--- src/rtl/cpsk_pkg.sv ---
// Shared CPSK constants: carrier pattern, FSM encoding and counter sizing.
// Used by both the modulator and the demodulator.
package cpsk_pkg;

  localparam int unsigned CARRIER_LEN = 4;
  localparam int unsigned PHASE_W     = 2;
  localparam int unsigned CPB_MAX     = 64;

  // Reference carrier level indexed by phase: high for phases 0,1.
  localparam logic [CARRIER_LEN-1:0] REF_PATTERN = 4'b0011;

  typedef enum logic [1:0] {
    ST_IDLE  = 2'd0,
    ST_ALIGN = 2'd1,
    ST_RUN   = 2'd2
  } state_e;

  // Width needed to count every sample of the longest legal bit window.
  function automatic int unsigned agree_width(input int unsigned cpb_max);
    return $clog2(CARRIER_LEN * cpb_max + 1);
  endfunction

endpackage

--- src/rtl/cpsk_demodulator_if.sv ---
// Line-side and decision-side signals of the CPSK demodulator.
interface cpsk_demodulator_if;
  logic start;
  logic y_in;
  logic x_out;
  logic x_valid;
  logic ambig;

  modport master (output start, output y_in, input x_out, input x_valid, input ambig);
  modport slave  (input start, input y_in, output x_out, output x_valid, output ambig);
endinterface

--- src/rtl/cpsk_carrier_gen.sv ---
// Local 4-clock reference carrier: phase counter, reference level and last-phase strobe.
module cpsk_carrier_gen
  import cpsk_pkg::*;
(
  input  logic clk,
  input  logic rst_n,
  input  logic clr,
  input  logic en,
  output logic ref_c,
  output logic ph_last_c
);

  logic [PHASE_W-1:0] phase;

  // Phase wraps 3->0 naturally through the 2-bit counter.
  always_ff @(posedge clk or negedge rst_n) begin
    if (!rst_n) begin
      phase <= '0;
    end else if (clr) begin
      phase <= '0;
    end else if (en) begin
      phase <= phase + PHASE_W'(1);
    end
  end

  assign ref_c     = REF_PATTERN[phase];
  assign ph_last_c = (phase == PHASE_W'(CARRIER_LEN - 1));

endmodule

--- src/rtl/cpsk_demodulator.sv ---
// Coherent 2-level CPSK demodulator: integrates line/reference agreement over
// each bit window and emits a majority decision with an ambiguity flag.
module cpsk_demodulator
  import cpsk_pkg::*;
#(
  parameter int unsigned CARRIERS_PER_BIT = 4,
  parameter int unsigned ALIGN_DLY        = 1
) (
  input  logic                clk,
  input  logic                rst_n,
  cpsk_demodulator_if.slave   bus
);

  localparam int unsigned AGREE_W = agree_width(CPB_MAX);
  localparam int unsigned CAR_W   = $clog2(CPB_MAX);
  localparam int unsigned DLY_W   = 3;
  localparam int unsigned WIN_LEN = CARRIER_LEN * CARRIERS_PER_BIT;

  localparam logic [AGREE_W-1:0] HALF     = AGREE_W'(WIN_LEN / 2);
  localparam logic [CAR_W-1:0]   CAR_LAST = CAR_W'(CARRIERS_PER_BIT - 1);
  localparam logic [DLY_W-1:0]   DLY_LAST = DLY_W'(ALIGN_DLY - 1);

  state_e               state_q, state_d;
  logic [DLY_W-1:0]     dly_q, dly_d;
  logic [CAR_W-1:0]     car_q, car_d;
  logic [AGREE_W-1:0]   agree_q, agree_d;
  logic                 x_q, x_d;
  logic                 valid_q, valid_d;
  logic                 ambig_q, ambig_d;

  logic                 run_c;
  logic                 ref_c;
  logic                 ph_last_c;
  logic [AGREE_W-1:0]   agree_sum_c;

  assign run_c       = bus.start && (state_q == ST_RUN);
  assign agree_sum_c = agree_q + AGREE_W'(bus.y_in == ref_c);

  // Carrier is held at phase 0 until the FSM is actually sampling.
  cpsk_carrier_gen u_carrier (
    .clk       (clk),
    .rst_n     (rst_n),
    .clr       (!run_c),
    .en        (run_c),
    .ref_c     (ref_c),
    .ph_last_c (ph_last_c)
  );

  always_ff @(posedge clk or negedge rst_n) begin
    if (!rst_n) begin
      state_q <= ST_IDLE;
      dly_q   <= '0;
      car_q   <= '0;
      agree_q <= '0;
      x_q     <= 1'b0;
      valid_q <= 1'b0;
      ambig_q <= 1'b0;
    end else begin
      state_q <= state_d;
      dly_q   <= dly_d;
      car_q   <= car_d;
      agree_q <= agree_d;
      x_q     <= x_d;
      valid_q <= valid_d;
      ambig_q <= ambig_d;
    end
  end

  always_comb begin
    state_d = state_q;
    dly_d   = dly_q;
    car_d   = car_q;
    agree_d = agree_q;
    x_d     = x_q;
    valid_d = 1'b0;
    ambig_d = ambig_q;

    if (!bus.start) begin
      state_d = ST_IDLE;
      dly_d   = '0;
      car_d   = '0;
      agree_d = '0;
    end else begin
      case (state_q)
        ST_IDLE: begin
          dly_d   = '0;
          car_d   = '0;
          agree_d = '0;
          state_d = (ALIGN_DLY == 0) ? ST_RUN : ST_ALIGN;
        end
        ST_ALIGN: begin
          dly_d = dly_q + DLY_W'(1);
          if (dly_q == DLY_LAST) begin
            state_d = ST_RUN;
            dly_d   = '0;
            car_d   = '0;
            agree_d = '0;
          end
        end
        ST_RUN: begin
          agree_d = agree_sum_c;
          if (ph_last_c) begin
            if (car_q == CAR_LAST) begin
              // Window end: the current sample is already in agree_sum_c.
              car_d   = '0;
              agree_d = '0;
              valid_d = 1'b1;
              if (agree_sum_c > HALF) begin
                x_d     = 1'b1;
                ambig_d = 1'b0;
              end else if (agree_sum_c < HALF) begin
                x_d     = 1'b0;
                ambig_d = 1'b0;
              end else begin
                ambig_d = 1'b1;
              end
            end else begin
              car_d = car_q + CAR_W'(1);
            end
          end
        end
        default: state_d = ST_IDLE;
      endcase
    end
  end

  assign bus.x_out   = x_q;
  assign bus.x_valid = valid_q;
  assign bus.ambig   = ambig_q;

endmodule

--- src/flat_wrapper.sv ---
// flat-port wrapper written by rule: the top's interface ports become plain ports
module cpsk_demodulator_flat import cpsk_pkg::*;
#(
  parameter int unsigned CARRIERS_PER_BIT = 4,
  parameter int unsigned ALIGN_DLY        = 1
)
  (clk, rst_n, bus_start, bus_y_in, bus_x_out, bus_x_valid, bus_ambig);
  cpsk_demodulator_if bus_i ();
  input  logic clk;
  input  logic rst_n;
  input wire logic [$bits(bus_i.start)-1:0] bus_start;
  input wire logic [$bits(bus_i.y_in)-1:0] bus_y_in;
  output wire logic [$bits(bus_i.x_out)-1:0] bus_x_out;
  output wire logic [$bits(bus_i.x_valid)-1:0] bus_x_valid;
  output wire logic [$bits(bus_i.ambig)-1:0] bus_ambig;
  assign bus_i.start = bus_start;
  assign bus_i.y_in = bus_y_in;
  assign bus_x_out = bus_i.x_out;
  assign bus_x_valid = bus_i.x_valid;
  assign bus_ambig = bus_i.ambig;
  cpsk_demodulator #(.CARRIERS_PER_BIT(CARRIERS_PER_BIT), .ALIGN_DLY(ALIGN_DLY)) u_core (.clk(clk), .rst_n(rst_n), .bus(bus_i));
endmodule
--- config.mk ---
export PLATFORM = sky130hd
export DESIGN_NAME = cpsk_demodulator_flat
export DESIGN_NICKNAME = d
export VERILOG_FILES = /design/src/rtl/cpsk_pkg.sv /design/src/rtl/cpsk_demodulator_if.sv /design/src/rtl/cpsk_carrier_gen.sv /design/src/rtl/cpsk_demodulator.sv /design/src/flat_wrapper.sv
export SDC_FILE = /design/constraint.sdc
export NUM_CORES = 1
export LEC_CHECK = 0
export ABC_AREA = 0
export BUFFER_PORTS_ARGS = -buffer_cell sky130_fd_sc_hd__buf_4
export CAP_MARGIN = 20
export CORE_MARGIN = 2
export CORE_UTILIZATION = 45
export CTS_BUF_LIST = sky130_fd_sc_hd__clkbuf_16
export CTS_CLUSTER_DIAMETER = 100
export DETAILED_ROUTE_END_ITERATION = 6
export PLACE_DENSITY_LB_ADDON = 0.3
export SLEW_MARGIN = 15
export SYNTH_ARGS = -nofsm -noshare
export SYNTH_HDL_FRONTEND = slang
export SYNTH_SLANG_ARGS = --single-unit
--- constraint.sdc ---
create_clock -name clk -period 2.4 [get_ports clk]
set_clock_uncertainty 0.1 [all_clocks]
set_input_delay 0.6 -clock clk [delete_from_list [all_inputs] [get_ports clk]]
set_output_delay 0.6 -clock clk [all_outputs]
set_load 0.02 [all_outputs]
---- After elaboration in Yosys (flattened, before gate mapping) ----
Cells that the tools add are included.
word-level totals
  input port bits ......................... 4
  output and inout port bits .............. 3
  register bits after elaboration ......... 25
  word-level logic and storage cells ...... 61
cells by class
  reduce and logical (&&, ||, !) cells .... 9
  $lt $le $gt $ge ......................... 3
  muxes and demuxes ....................... 27
  add/sub/neg operators ................... 4
  equal/unequal tests ..................... 10
operators with widths
  operator                                                                          count
  9-bit 2-to-1 mux                                                                  4
  9-bit one-hot mux with 3 select lines                                             1
  6-bit 2-to-1 mux                                                                  4
  6-bit one-hot mux with 3 select lines                                             1
  9-bit by 1-bit adder with 9-bit output                                            1
  9-bit by 4-bit greater-than comparator with 1-bit output (second input constant)  1
  9-bit by 4-bit less-than comparator with 1-bit output (second input constant)     1
  1-bit 2-to-1 mux                                                                  9
  6-bit by 1-bit adder with 6-bit output (second input constant)                    1
  6-bit by 2-bit equality test with 1-bit output (second input constant)            1
  2-bit 2-to-1 mux                                                                  3
  3-bit 2-to-1 mux                                                                  2
  3-bit by 2-bit != test with 1-bit output (second input constant)                  2
  2-bit one-hot mux with 3 select lines                                             1
  3-bit one-hot mux with 2 select lines                                             1
  5-bit AND reduction                                                               1
  2-bit equality test (second input constant)                                       2
  4-bit by 1-bit != test with 1-bit output (second input constant)                  1
  2-bit AND reduction                                                               2
  4-bit AND reduction                                                               1
  3-bit by 1-bit adder with 3-bit output (second input constant)                    1
  3-bit zero test                                                                   1
  2-bit by 3-bit less-than comparator with 1-bit output (second input constant)     1
  3-bit by 1-bit != test with 1-bit output (second input constant)                  1
  9 further kinds                                                                   9

---- Logic depth before layout (Yosys ltp) ----
  word-level depth ........................ 8
  depth in mapped cells ................... 8

---- Modules after synthesis ----
A second synthesis with hierarchy kept.
second synthesis, totals
  cells, all modules ...................... 143
  area, all modules ....................... 1348.8 um^2
by module, submodules not included
  module            instances  seq. area each (um^2)  cells an instance  area an instance (um^2)
  cpsk_demodulator  1          575.6                  135                1256.2
  cpsk_carrier_gen  1          50.0                   8                  92.6

---- Worst setup path after synthesis ----
Ideal clock, no wire load.
  path kind ............................... in2reg
  from .................................... input bus_y_in
  to ...................................... register u_core.x_q (netlist: u_core.bus.x_out)
  arrival time ............................ 2.016 ns
  slack ................................... 0.165 ns
  setup time .............................. 0.119 ns
  data required time ...................... 2.181 ns
  cell stages on the path ................. 8
  buffers on the path ..................... 0
  path through ............................ xor2_1 > ha_1 > ha_1 > and4_1 > nand2_1 > o32ai_2 > a21oi_1 > o21a_1
between the ends
  cells in the longest elaborated chain, start to end .. 5
RTL lines
  item                                                                                                                               RTL line                                          source
  start: declaration                                                                                                                 flat_wrapper.sv:12                                input wire logic [$bits(bus_i.y_in)-1:0] bus_y_in;
  1-bit equality test *                                                                                                              cpsk_demodulator.sv:37                            assign agree_sum_c = agree_q + AGREE_W'(bus.y_in == ref_c);
  9-bit by 1-bit adder with 9-bit output *                                                                                           cpsk_demodulator.sv:37
  9-bit by 4-bit less-than comparator with 1-bit output or 9-bit by 4-bit greater-than comparator with 1-bit output (tied branches)  cpsk_demodulator.sv:111, cpsk_demodulator.sv:108
  2-bit nonzero test (no line)                                                                                                       -
  5-bit AND reduction (no line)                                                                                                      -
  end signal: assignment                                                                                                             cpsk_demodulator.sv:55                            x_q <= 1'b0;
  end signal: assignment                                                                                                             cpsk_demodulator.sv:63                            x_q <= x_d;
  end: declaration                                                                                                                   cpsk_demodulator.sv:27                            logic x_q, x_d;
Every way passes the cells marked *; elsewhere a longest branch is shown, timed or not.
A chain may end at the register's enable or synchronous reset.

---- Final worst setup path ----
Same ends and word-level chain as after synthesis.

==> results.cfg <==
[routing]
drc = 0
drt-met1-wl_mm = 1.20
wl_mm = 2.51
vias_per_cell = 5.77
vias = 1050
wl_per_cell_um = 13.8
top_layer = met4
met3_length_um = 64
drt_pass1_iterations = 4
ant_nets = 0
drt_iter0_markers = 40
met2_length_mm = 1.17

[finish]
nFillCells = 254
multiInputGateArea_um2 = 707
num_antenna_cells = 0
area_growth_syn_to_layout_pct = 11.3
drive_gt1_share_pct = 13.4
final_core_util_pct = 51.7
seq_area_um2 = 626
instances_no_fill = 182
nNetsFinal = 160
stdcell_area_um2 = 1540

[timing]
finalCritPeriodShare_pct = 89.2
fmax_mhz = 467
fin_setup_tns_ps = 0
hold_viol = 0
final_max_slew_viol_count = 0
finalCriticalPeriod_ps = 2140
tightest_slew_ps = 511
rsz0062_at_grt = false
setup_viol = 0
max_slew_margin_pct = 65.9

[clock_tree]
clockRootBuffer = clkbuf_16
clk_pin_slew_ps = 60
post_cts_buffers = 0
cts_max_path_buffers = 2
ctsHoldBuffers = 0
cts_tree = yes
h-tree-depth = 1
cts_buffers = 3
cts.sinks = 25
clock_latency_ps = 260
post_cts_resized = 0

[placement]
dp_cells = 178
io_buffer_count = 6
gp_congestion = 0.792
placed_cell_area_um2 = 1460
hpwl_mm = 1.83

[pwr]
comb_power_share_pct = 6.9
p_leak_nw = 0.696
peakVddDrop_mv = 0.276
switching_share_pct = 22.8
clock_power_share_pct = 42.7
seqPwrFrac_pct = 50.4
power.density_nw_per_um2 = 572
p_sw_w = 0.000200
intPower_w = 0.000679

[die]
die-height_um = 59.4
initial_core_util_pct = 46.4
rows = 20
core_um2 = 2980
pin_count = 7
fp.dieArea_um2 = 3530
die_x_um = 59.4

[worst_setup_path]
cp-endpoint = u_core.bus.x_out
critPathLaunchType = input pin
worstSetupEndpointType = register
reg2reg_to = u_core.bus.x_out
arrival_ps = 2190
cp_max_fo = 6
crit_start = bus_y_in
required_ps = 2450
crit_type = in -> reg
reg2reg_depth = 8
r2r-start = u_core.u_carrier.phase[1]
r2r_setup_slack_ps = 280

[logic_synthesis]
netlist_instances = 141
postSynthNetCount = 151
seq_area_frac_synth_pct = 45.2
ys_ff_latch = 25
post_synth.cell_area_avg_um2 = 9.81
yosysWarnings = 0
synth_area_um2 = 1380
yosysUniqueCellTypes = 39

[global_routing]
grt_pass1_vias = 989
grt_pass1_wl_mm = 4.31
grt_usage_pct = 16.6
grt_max_degree = 26
gr-total-overflow = 0
antenna_found_initial = 0

[job]
maxCapViolations = 0

[worst_hold_path]
min_path_type = in -> async

[outcome]
status = completed
-- per-layer routing --
metal  track usage [%]  up-vias
met3              3.28        7
met4              9.74        0
met5                 0        -
li1                  -      515
met2              26.1       17
met1              21.2      511
-- worst min-delay path by stage --
stage / depth (start not counted) / endpoint / from
after global routing: 1 / u_core.dly_q[0] / rst_n
after CTS: 1 / u_core.dly_q[0] / rst_n
after detailed placement: 1 / u_core.u_carrier.phase[0] / u_core.u_carrier.phase[0]
after global placement: 1 / u_core.u_carrier.phase[0] / u_core.u_carrier.phase[0]
final: 1 / u_core.agree_q[0] / rst_n
after floorplan: 0 / u_core.agree_q[0] / rst_n
-- state kept, by name, summed over array words and instances (netlist names) --
register and flops:
u_core.car_q 6, u_core.state_q 2, u_core.bus.ambig 1, u_core.bus.x_out 1, u_core.bus.x_valid 1, u_core.u_carrier.phase 2
u_core.dly_q 3, u_core.agree_q 9
-- synth_stat cells --
| cell | instances | area share, % |
|---|---|---|
| a41o_1 | 1 | 0.72 |
| a21boi_0 | 1 | 0.54 |
| ha_1 | 6 | 5.4 |
| nor2b_1 | 1 | 0.45 |
| a21oi_1 | 6 | 2.2 |
| o21a_1 | 1 | 0.54 |
| o32ai_2 | 1 | 1.2 |
| a22oi_4 | 1 | 1.5 |
| xor2_1 | 5 | 3.2 |
| nand3_4 | 1 | 1.3 |
| dfrtp_1 | 25 | 45 |
| and4_1 | 1 | 0.63 |
| nand3b_1 | 2 | 1.1 |
| nor2_1 | 19 | 5.2 |
| or3_1 | 1 | 0.45 |
| and3_2 | 1 | 0.54 |
| and2_1 | 1 | 0.45 |
| buf_6 | 1 | 0.81 |
| o2111ai_2 | 1 | 1.1 |
| nand2b_4 | 2 | 2.0 |
| buf_2 | 1 | 0.36 |
| nand2_1 | 14 | 3.8 |
| nand3_1 | 5 | 1.8 |
| nor3b_1 | 3 | 1.6 |
| o21ai_0 | 9 | 3.3 |
| a31oi_1 | 5 | 2.3 |
| mux2_2 | 1 | 0.81 |
| nor4b_1 | 1 | 0.63 |
| o2111ai_1 | 1 | 0.63 |
| o22ai_1 | 2 | 0.90 |
| o31ai_1 | 1 | 0.54 |
| clkbuf_1 | 1 | 0.27 |
| inv_1 | 8 | 2.2 |
| or4_1 | 1 | 0.54 |
| o211ai_2 | 1 | 0.90 |
| nor3_1 | 3 | 1.1 |
| mux2i_1 | 3 | 2.2 |
| xnor2_1 | 2 | 1.3 |
| and3_1 | 1 | 0.45 |
-- stage by stage --
step | total power, W | setup slack [ps] | hold slack, ps
detailed placement | 0.000513 | 5.95 | 334
floorplan | 0.000494 | 165 | 204
CTS | 0.000895 | 294 | 139
finish | 0.000880 | 260 | 131
global route | 0.000909 | 120 | 156
global placement | 0.000511 | 88.0 | 321
-- cell families (layout without fill, tap and decap cells) --
logic type,count (synthesis),in the layout,share of synthesized area [%]
AO/OA/AOI/OAI,31,31,16.3
XOR/XNOR,7,7,4.43
adder cells (fa/ha/maj),6,6,5.43
buffers and inverters,11,19,3.62
flip-flops,25,25,45.2
multiplexers,4,4,2.99
AND/OR/NAND/NOR,57,57,22.0
-- cells in the final DEF (no fill, tap or decap), drive strengths merged, types with 2 or more instances in the layout --
cell type / synthesis / routed
dfrtp: 25 / 25
a31oi: 5 / 5
clkbuf: 1 / 3
o21ai: 9 / 9
buf: 2 / 7
nor2: 19 / 19
mux2i: 3 / 3
nand3b: 2 / 2
o2111ai: 2 / 2
inv: 8 / 8
xnor2: 2 / 2
nand2b: 2 / 2
nor3: 3 / 3
xor2: 5 / 5
ha: 6 / 6
o22ai: 2 / 2
a21oi: 6 / 6
nand3: 6 / 6
nor3b: 3 / 3
nand2: 14 / 14
and3: 2 / 2
-- power groups by stage --
stage | registers [W] | logic, W | clock network, W
after global placement | 0.000451 | 0.0000603 | 0
final | 0.000443 | 0.0000610 | 0.000375
after detailed placement | 0.000451 | 0.0000619 | 0
after floorplan | 0.000441 | 0.0000521 | 0
after CTS | 0.000443 | 0.0000621 | 0.000389
after global routing | 0.000446 | 0.0000692 | 0.000394
-- critical path, cell delays in order --
cell and delay, ps:
buf_4 110, xor2_1 120, ha_1 180, ha_1 270
and4_1 240, nand2_1 80, o32ai_2 280, a21oi_1 120
o21a_1 180
-- final cells by class --
class                   instances  share of cell area (%)
clock inverters                 1                   0.488
flip-flops and latches         25                    40.7
inverters                       8                    1.95
repair buffers                  7                    3.41
multi-input cells             105                    45.9
clock buffers                   3                    4.88
well taps                      33                    2.68
Power figures use the tool's default switching activity.
